**config.mk**
```make
export PLATFORM = sky130hd
export DESIGN_NAME = multdiv_unit_flat
export DESIGN_NICKNAME = d
export VERILOG_FILES = /design/src/rtl/multdiv_unit_if.sv /design/src/rtl/multdiv_unit.sv /design/src/flat_wrapper.sv
export SDC_FILE = /design/constraint.sdc
export NUM_CORES = 1
export LEC_CHECK = 0
export CORE_UTILIZATION = 61
export DETAILED_ROUTE_END_ITERATION = 7
export PLACE_DENSITY = 0.83
export REMOVE_ABC_BUFFERS = 1
export SYNTH_ARGS = -nofsm -noshare
export SYNTH_HDL_FRONTEND = slang
export SYNTH_SLANG_ARGS = --single-unit
```
**constraint.sdc**
```tcl
create_clock -name clock -period 4.2 [get_ports clock]
set_clock_uncertainty 0.05 [all_clocks]
set_input_delay 0.84 -clock clock [delete_from_list [all_inputs] [get_ports clock]]
set_output_delay 0.84 -clock clock [all_outputs]
set_load 0.02 [all_outputs]
```
**src/rtl/multdiv_unit_if.sv**
```systemverilog
// Handshake/operand bundle between the execute stage and multdiv_unit.
// The master drives operands and start pulses; the slave returns result, exception and ready.
interface multdiv_unit_if #(
   parameter int WIDTH = 32
);
   logic [WIDTH-1:0] data_operandA;
   logic [WIDTH-1:0] data_operandB;
   logic             ctrl_MULT;
   logic             ctrl_DIV;
   logic [WIDTH-1:0] data_result;
   logic             data_exception;
   logic             data_resultRDY;

   modport master (
      output data_operandA, data_operandB, ctrl_MULT, ctrl_DIV,
      input  data_result, data_exception, data_resultRDY
   );

   modport slave (
      input  data_operandA, data_operandB, ctrl_MULT, ctrl_DIV,
      output data_result, data_exception, data_resultRDY
   );
endinterface

```
**src/rtl/multdiv_unit.sv**
```systemverilog
// Iterative signed multiply (radix-2 shift-add) / divide (restoring) on operand magnitudes.
// Optional MULTDIV_EARLY_DIV0_EN: divide-by-zero skips the iterations and completes in one cycle.
module multdiv_unit #(
   parameter int WIDTH = 32
) (
   input logic            clock,
   input logic            reset,
   multdiv_unit_if.slave  bus
);
   localparam int CW = (WIDTH > 1) ? $clog2(WIDTH) : 1;

   typedef enum logic [1:0] {
      S_IDLE,
      S_MULT,
      S_DIV,
      S_DONE
   } state_t;

   state_t            state_q, state_d;
   logic [CW-1:0]     cnt_q, cnt_d;
   logic [WIDTH-1:0]  hi_q, hi_d;
   logic [WIDTH-1:0]  lo_q, lo_d;
   logic [WIDTH-1:0]  mag_q, mag_d;
   logic              neg_q, neg_d;
   logic              div_q, div_d;
   logic              div0_q, div0_d;
   logic              ovf_q, ovf_d;
   logic [WIDTH-1:0]  result_q, result_d;
   logic              exc_q, exc_d;
   logic              rdy_q, rdy_d;

   logic                 start_mult;
   logic                 start_div;
   logic [WIDTH-1:0]     mag_a;
   logic [WIDTH-1:0]     mag_b;
   logic                 last_iter;
   logic [WIDTH-1:0]     addend;
   logic [WIDTH:0]       add_sum;
   logic [WIDTH:0]       rem_sh;
   logic [WIDTH:0]       rem_diff;
   logic                 rem_ge;
   logic [2*WIDTH-1:0]   prod_u;
   logic [2*WIDTH-1:0]   prod_s;
   logic                 mul_exc;
   logic [WIDTH-1:0]     quot_s;
   logic [WIDTH-1:0]     div_res;
   logic                 div_exc;

   always_ff @(posedge clock) begin
      if (reset) begin
         state_q  <= S_IDLE;
         cnt_q    <= '0;
         hi_q     <= '0;
         lo_q     <= '0;
         mag_q    <= '0;
         neg_q    <= 1'b0;
         div_q    <= 1'b0;
         div0_q   <= 1'b0;
         ovf_q    <= 1'b0;
         result_q <= '0;
         exc_q    <= 1'b0;
         rdy_q    <= 1'b0;
      end else begin
         state_q  <= state_d;
         cnt_q    <= cnt_d;
         hi_q     <= hi_d;
         lo_q     <= lo_d;
         mag_q    <= mag_d;
         neg_q    <= neg_d;
         div_q    <= div_d;
         div0_q   <= div0_d;
         ovf_q    <= ovf_d;
         result_q <= result_d;
         exc_q    <= exc_d;
         rdy_q    <= rdy_d;
      end
   end

   // Datapath helpers shared by both iteration kinds; hi/lo hold accumulator|multiplier
   // for multiply and remainder|dividend-shifting-into-quotient for divide.
   always_comb begin
      start_mult = bus.ctrl_MULT & ~bus.ctrl_DIV;
      start_div  = bus.ctrl_DIV & ~bus.ctrl_MULT;
      mag_a      = bus.data_operandA[WIDTH-1] ? -bus.data_operandA : bus.data_operandA;
      mag_b      = bus.data_operandB[WIDTH-1] ? -bus.data_operandB : bus.data_operandB;
      last_iter  = (cnt_q == CW'(WIDTH - 1));

      addend     = lo_q[0] ? mag_q : '0;
      add_sum    = {1'b0, hi_q} + {1'b0, addend};

      rem_sh     = {hi_q, lo_q[WIDTH-1]};
      rem_diff   = rem_sh - {1'b0, mag_q};
      rem_ge     = (rem_sh >= {1'b0, mag_q});

      prod_u     = {hi_q, lo_q};
      prod_s     = neg_q ? -prod_u : prod_u;
      mul_exc    = (prod_s[2*WIDTH-1:WIDTH] != {WIDTH{prod_s[WIDTH-1]}});

      quot_s     = neg_q ? -lo_q : lo_q;
      div_res    = div0_q ? '0 : quot_s;
      div_exc    = div0_q | ovf_q;
   end

   always_comb begin
      state_d  = state_q;
      cnt_d    = cnt_q;
      hi_d     = hi_q;
      lo_d     = lo_q;
      mag_d    = mag_q;
      neg_d    = neg_q;
      div_d    = div_q;
      div0_d   = div0_q;
      ovf_d    = ovf_q;
      result_d = result_q;
      exc_d    = exc_q;
      rdy_d    = 1'b0;

      case (state_q)
         S_MULT: begin
            hi_d  = add_sum[WIDTH:1];
            lo_d  = {add_sum[0], lo_q[WIDTH-1:1]};
            cnt_d = cnt_q + 1'b1;
            if (last_iter) state_d = S_DONE;
         end
         S_DIV: begin
            hi_d  = rem_ge ? rem_diff[WIDTH-1:0] : rem_sh[WIDTH-1:0];
            lo_d  = {lo_q[WIDTH-2:0], rem_ge};
            cnt_d = cnt_q + 1'b1;
            if (last_iter) state_d = S_DONE;
         end
         S_DONE: begin
            result_d = div_q ? div_res : prod_s[WIDTH-1:0];
            exc_d    = div_q ? div_exc : mul_exc;
            rdy_d    = 1'b1;
            state_d  = S_IDLE;
         end
         default: ;
      endcase

      // A start from any state wins, so an op caught in DONE is dropped without a ready pulse.
      if (start_mult || start_div) begin
         state_d  = start_div ? S_DIV : S_MULT;
         cnt_d    = '0;
         hi_d     = '0;
         lo_d     = start_div ? mag_a : mag_b;
         mag_d    = start_div ? mag_b : mag_a;
         neg_d    = bus.data_operandA[WIDTH-1] ^ bus.data_operandB[WIDTH-1];
         div_d    = start_div;
         div0_d   = (bus.data_operandB == '0);
         ovf_d    = (bus.data_operandA == {1'b1, {(WIDTH-1){1'b0}}}) &&
                    (bus.data_operandB == '1);
         result_d = result_q;
         exc_d    = exc_q;
         rdy_d    = 1'b0;
`ifdef MULTDIV_EARLY_DIV0_EN
         if (start_div && (bus.data_operandB == '0)) state_d = S_DONE;
`else
`endif
      end
   end

   assign bus.data_result    = result_q;
   assign bus.data_exception = exc_q;
   assign bus.data_resultRDY = rdy_q;
endmodule

```
**src/flat_wrapper.sv**
```systemverilog
// flat-port wrapper written by rule: the top's interface ports become plain ports
module multdiv_unit_flat 
#(
   parameter int WIDTH = 32
)
  (clock, reset, bus_data_operandA, bus_data_operandB, bus_ctrl_MULT, bus_ctrl_DIV, bus_data_result, bus_data_exception, bus_data_resultRDY);
  multdiv_unit_if #(.WIDTH(WIDTH)) bus_i ();
  input logic clock;
  input logic reset;
  input wire logic [$bits(bus_i.data_operandA)-1:0] bus_data_operandA;
  input wire logic [$bits(bus_i.data_operandB)-1:0] bus_data_operandB;
  input wire logic [$bits(bus_i.ctrl_MULT)-1:0] bus_ctrl_MULT;
  input wire logic [$bits(bus_i.ctrl_DIV)-1:0] bus_ctrl_DIV;
  output wire logic [$bits(bus_i.data_result)-1:0] bus_data_result;
  output wire logic [$bits(bus_i.data_exception)-1:0] bus_data_exception;
  output wire logic [$bits(bus_i.data_resultRDY)-1:0] bus_data_resultRDY;
  assign bus_i.data_operandA = bus_data_operandA;
  assign bus_i.data_operandB = bus_data_operandB;
  assign bus_i.ctrl_MULT = bus_ctrl_MULT;
  assign bus_i.ctrl_DIV = bus_ctrl_DIV;
  assign bus_data_result = bus_i.data_result;
  assign bus_data_exception = bus_i.data_exception;
  assign bus_data_resultRDY = bus_i.data_resultRDY;
  multdiv_unit #(.WIDTH(WIDTH)) u_core (.clock(clock), .reset(reset), .bus(bus_i));
endmodule
```
Yosys cells after proc, flatten, opt, wreduce, memory -nomap -nowiden --
Index checks and enable logic that the tools add are counted.
Word-level totals: bits in registers 141, logic and storage cells 64, output and inout port bits 34, bits of input ports 68
Cells by class: bitwise gates (word level) 7, mux-type cells 19, add/subtract/negate cells 7, reduce and logical (&&, ||, !) cells 10, eq/ne operators 8, $lt $le $gt $ge 1
Operators with widths (count):
- $mux 32 | 10
- $pmux 32 s2 | 2
- $neg 32->32 | 3
- $eq 32x32->1 const B | 2
- $mux 64 | 1
- $neg 64->64 | 1
- $add 32x32->33 | 1
- $ge 33x32->1 | 1
- $logic_not 32->1 | 1
- $ne 32x32->1 | 1
- $sub 32x32->32 | 1
- $mux 2 | 3
- $reduce_bool 3->1 | 2
- $add 5x1->5 const B | 1
- $eq 5x5->1 const B | 1
- $eq 2x2->1 const B | 2
- $pmux 2 s2 | 1
- $reduce_and 2->1 | 2
- $reduce_or 2->1 | 2
- $ne 3x1->1 const B | 1
- $not 1->1 | 3
- $and 1x1->1 | 2
- $eq 2x1->1 const B | 1
- $mux 1 | 2
- other kinds (5) | 5

Depth between registers and ports, before layout --
depth after elaboration 5, gate-level depth with buffers 15, depth with buffers taken out 13

Worst setup path after synthesis --
OpenSTA, ideal clock, no wires.
path type register to register, start register u_core.lo_q[0], end register u_core.exc_q (netlist: u_core.bus.data_exception), arrival 3530 ps, cell stages (with the launch flop) 13, required time 4025 ps, buffers on the path 1, path slack 495 ps, period minus slack after synthesis 3705 ps, library setup time 125 ps, path through dfxtp_1 > inv_1 > buf_1 > ha_1 > or4b_1 > nor4_4 > nand4_1 > o41ai_1 > xor2_1 > or4_1 > or3_1 > a211oi_1 > a21boi_1
Between the ends: longest elaborated chain between the ends 4
RTL lines:
- from (decl) | RTL line multdiv_unit.sv:22 | logic [WIDTH-1:0] lo_q, lo_d;
- from (signal assigned) | RTL line multdiv_unit.sv:67 | lo_q <= lo_d;
- $neg 64->64 | RTL line multdiv_unit.sv:96 | prod_s = neg_q ? -prod_u : prod_u;
- $mux 64 | RTL line multdiv_unit.sv:96
- $ne 32x32->1 | RTL line multdiv_unit.sv:97 | mul_exc = (prod_s[2*WIDTH-1:WIDTH] != {WIDTH{prod_s[WIDTH-1]}});
- $mux 1 | RTL line multdiv_unit.sv:133 | exc_d = div_q ? div_exc : mul_exc;
- to (signal assigned) | RTL line multdiv_unit.sv:61 | exc_q <= 1'b0;
- to (signal assigned) | RTL line multdiv_unit.sv:74 | exc_q <= exc_d;
- to (decl) | RTL line multdiv_unit.sv:29 | logic exc_q, exc_d;
Every way passes these cells. A chain may end at the register's enable or synchronous reset.

Worst setup path in the final report --
start register u_core.lo_q[0], end register u_core.hi_q[29]
Between the ends: longest elaborated chain between the ends 3
RTL lines:
- $mux 32 | RTL line multdiv_unit.sv:88 | addend = lo_q[0] ? mag_q : '0;
- $add 32x32->33 | RTL line multdiv_unit.sv:89 | add_sum = {1'b0, hi_q} + {1'b0, addend};
- $pmux 32 s2 | RTL line multdiv_unit.sv:118 | case (state_q)
- to (signal assigned) | RTL line multdiv_unit.sv:66 | hi_q <= hi_d;
- to (decl) | RTL line multdiv_unit.sv:21 | logic [WIDTH-1:0] hi_q, hi_d;
Every way passes these cells.

==> flow_summary.toml <==
[timing]
fmax_mhz = 247
setup_viol = 0
holdWs_ns = 0.417
rsz0062_at_grt = "false"
worstMarginPinSlew_ns = 0.841
min_period_over_period = 0.964
slew_viol_final = 0
period_needed_ns = 4.05
hold_viol_final = 0
relSlewSlack = 0.439

[worst_setup_path]
r2r_cells = 14
crit_path_end_kind = "flop"
worst-path-max-fanout = 5
crit_arrival_ns = 4.34
critPathRequiredTime_ns = 4.49
r2r_setup_slack_ns = 0.15
reg2reg_from = "u_core.lo_q[0]"
crit_type = "flop to flop"
cp-start-kind = "flop"
critical_path.startpoint = "u_core.lo_q[0]"
timing.rr.end = "u_core.hi_q[29]"

[clock_network]
path_clk_slew_ns = 0.07
cts_tree = "built"
numCtsBuffers = 17
clock_path_buffers = 2
clk_latency_ns = 0.44
post_cts_resized = 0
clock-sinks = 141
cts-root-buf = "clkbuf_16"
holdBufCountCts = 0
h-tree-depth = 4
post_cts_buffers = 0

[logic_synthesis]
yosysWarnings = 0
netlist_area_mm2 = 0.0134
avgSynthCellArea_um2 = 7.17
synth_edf_count = 0
yosys-top-cells-area = "dfxtp_1 (21%), nor2_1 (7.9%), ha_1 (6.9%)"
ys_async_sr_fraction = 0
synth_cells = 1865
ys_ff_latch = 141
ys_types = 83
netlist.area_leader.share = 0.211
synth_ff_type = "dfxtp_1"
seq_area_frac_synth = 0.211
yosys.area.top_type = "dfxtp_1"

[detailed_routing]
wire_per_inst_um = 21.0
ant_nets = 0
post_drt_via_cell_ratio = 6.70
drtIter0Drc = 1494
wl_mm = 46.1
vias = 14736
drc = 0
drtPass1Iterations = 6

[power]
power.share.clock = 0.293
p_leak_nw = 5.88
internal_power_mw = 3.20
p_per_area_mw_per_mm2 = 354
p_seq_frac = 0.297
ir_worst_vdd_v = 0.000247
p_sw_mw = 2.23
combPwrFrac = 0.410
p_sw_frac = 0.411

[die]
dieArea_mm2 = 0.0225
initial_core_util = 0.628
die_w_um = 150
rows = 53
io_pins = 102
die_h_um = 150
core_mm2 = 0.0213

[global_routing]
grt_max_degree = 70
grt_use_total = 0.409
antenna_found_initial = 0
overflow = 0
grt_pass1_vias = 13553
grt_first_pass_wirelength_mm = 71.8

[run_status]
status = "finished, final reports clean"

[cells_and_area]
fin_util = 0.719
drive_gt1_frac = 0.0717
final_area_mm2 = 0.0153
n_antenna_cell = 0
nets = 2057
syn_to_final_growth_pct = 14.4

[flow_run]
maxCapViolations = 0

[placed_design]
place_hpwl_mm = 34.0
io_buffers = 101
gp_congestion = 1.01
post_dp_cell_area_mm2 = 0.0147

[min_path]
hold_end = "u_core.mag_q[26]"
hold-path-cell-count = 2
worstHoldStart = "u_core.mag_q[26]"
min_path_type = "flop to flop"
-- layer usage --
| metal | wire length, um | share of wire | GRT usage | vias to the layer above |
|---|---|---|---|---|
| met1 | 18800 | 0.41 | 0.501 | 6886 |
| met5 | 0 | 0 | 0 | - |
| met4 | 2260 | 0.049 | 0.214 | 0 |
| li1 | - | - | - | 6905 |
| met2 | 21200 | 0.46 | 0.682 | 797 |
| met3 | 3870 | 0.084 | 0.0713 | 148 |
-- cells in the mapped netlist (7+ instances only) --
library cell,n
xor2_1,65
a31oi_1,10
a22oi_1,39
or4_1,16
a21o_1,20
nor2b_1,12
a31o_2,8
dfxtp_1,141
o21ai_0,127
a2bb2oi_1,16
o31ai_1,42
nand4_1,21
a211oi_1,47
or2_2,15
a2111oi_0,25
and2_1,8
nand2b_1,15
clkbuf_1,117
or3_1,13
nor4_1,22
mux2i_1,20
nor2_1,282
nor3_1,46
o41ai_1,21
inv_1,67
o211ai_1,21
o21a_1,8
o31a_1,7
ha_1,74
nand3_1,26
nand2_1,152
a21oi_1,133
xnor2_1,104
-- cell type report --
type | instances | area, um^2
sequential | 141 | 2820
clock inverter | 13 | 156
fill | 1769 | 5990
tap | 275 | 344
clock buffer | 18 | 429
inverter | 69 | 259
multi-input combinational | 1525 | 9810
timing repair buffer | 159 | 1480
-- cell usage in the layout (no fill, tap or decap), drive strengths merged, types with 47 or more instances in the layout --
cell	instances
a21oi	133
dfxtp	141
xor2	65
nor3	47
inv	72
buf	59
a211oi	47
nand2	152
o21ai	132
xnor2	104
clkdlybuf4s50	100
ha	74
nor2	282
-- power groups by stage --
stage / Combinational, mW / Sequential [mW] / Clock, mW
global route: 2.40 / 1.62 / 1.64
global placement: 2.12 / 1.62 / 0
detailed placement: 2.15 / 1.63 / 0
floorplan: 1.45 / 1.60 / 0
finish: 2.22 / 1.61 / 1.59
CTS: 2.17 / 1.60 / 1.59
-- cell families after synthesis --
| group | after synthesis | synth area share |
|---|---|---|
| buffers and inverters | 199 | 0.0574 |
| flip-flops | 141 | 0.211 |
| AO/OA/AOI/OAI | 591 | 0.297 |
| adder cells (fa/ha/maj) | 76 | 0.0722 |
| multiplexers | 22 | 0.0166 |
| XOR/XNOR | 169 | 0.111 |
| AND/OR/NAND/NOR | 667 | 0.235 |
-- critical path: stages (launching register included) --
cell       delay (ns)
dfxtp_1          0.32
inv_1            0.22
nor2_1           0.15
fa_1             0.47
a211oi_1         0.32
o21ai_1          0.25
a2111oi_4        0.47
nor4_1           0.17
nor3_1           0.17
buf_4            0.16
o21ai_1          0.09
o21a_1           0.22
or4b_1           0.47
a31o_2           0.21
a221oi_1         0.22
-- worst max-delay path by stage --
| stage | to | cells past startpoint |
|---|---|---|
| after global placement | u_core.lo_q[27] | 11 |
| after detailed placement | u_core.lo_q[27] | 11 |
| after floorplan | u_core.bus.data_result[0] | 6 |
| after global routing | u_core.hi_q[29] | 14 |
| after CTS | u_core.hi_q[29] | 14 |
| final | u_core.hi_q[29] | 14 |
-- registers in the layout, indices dropped and copies added (netlist names), 2 cells and up --
name and cells:
u_core.hi_q 32, u_core.state_q 2, u_core.lo_q 32, u_core.bus.data_result 32
u_core.mag_q 32, u_core.cnt_q 5
-- per-stage QoR --
step | cells | setup WS [ns] | setup TNS, ns | total power, mW
6_report | 2200 | 0.150 | 0 | 5.42
5_1_grt | 2200 | 0.00339 | 0 | 5.66
4_1_cts | 2200 | 0.126 | 0 | 5.36
3_5_place_dp | 2169 | 0.117 | 0 | 3.78
3_3_place_gp | 2169 | 0.184 | 0 | 3.74
2_1_floorplan | 1735 | -1.10 | -42.40 | 3.06
No activity file was read; power rests on OpenSTA's default activity.
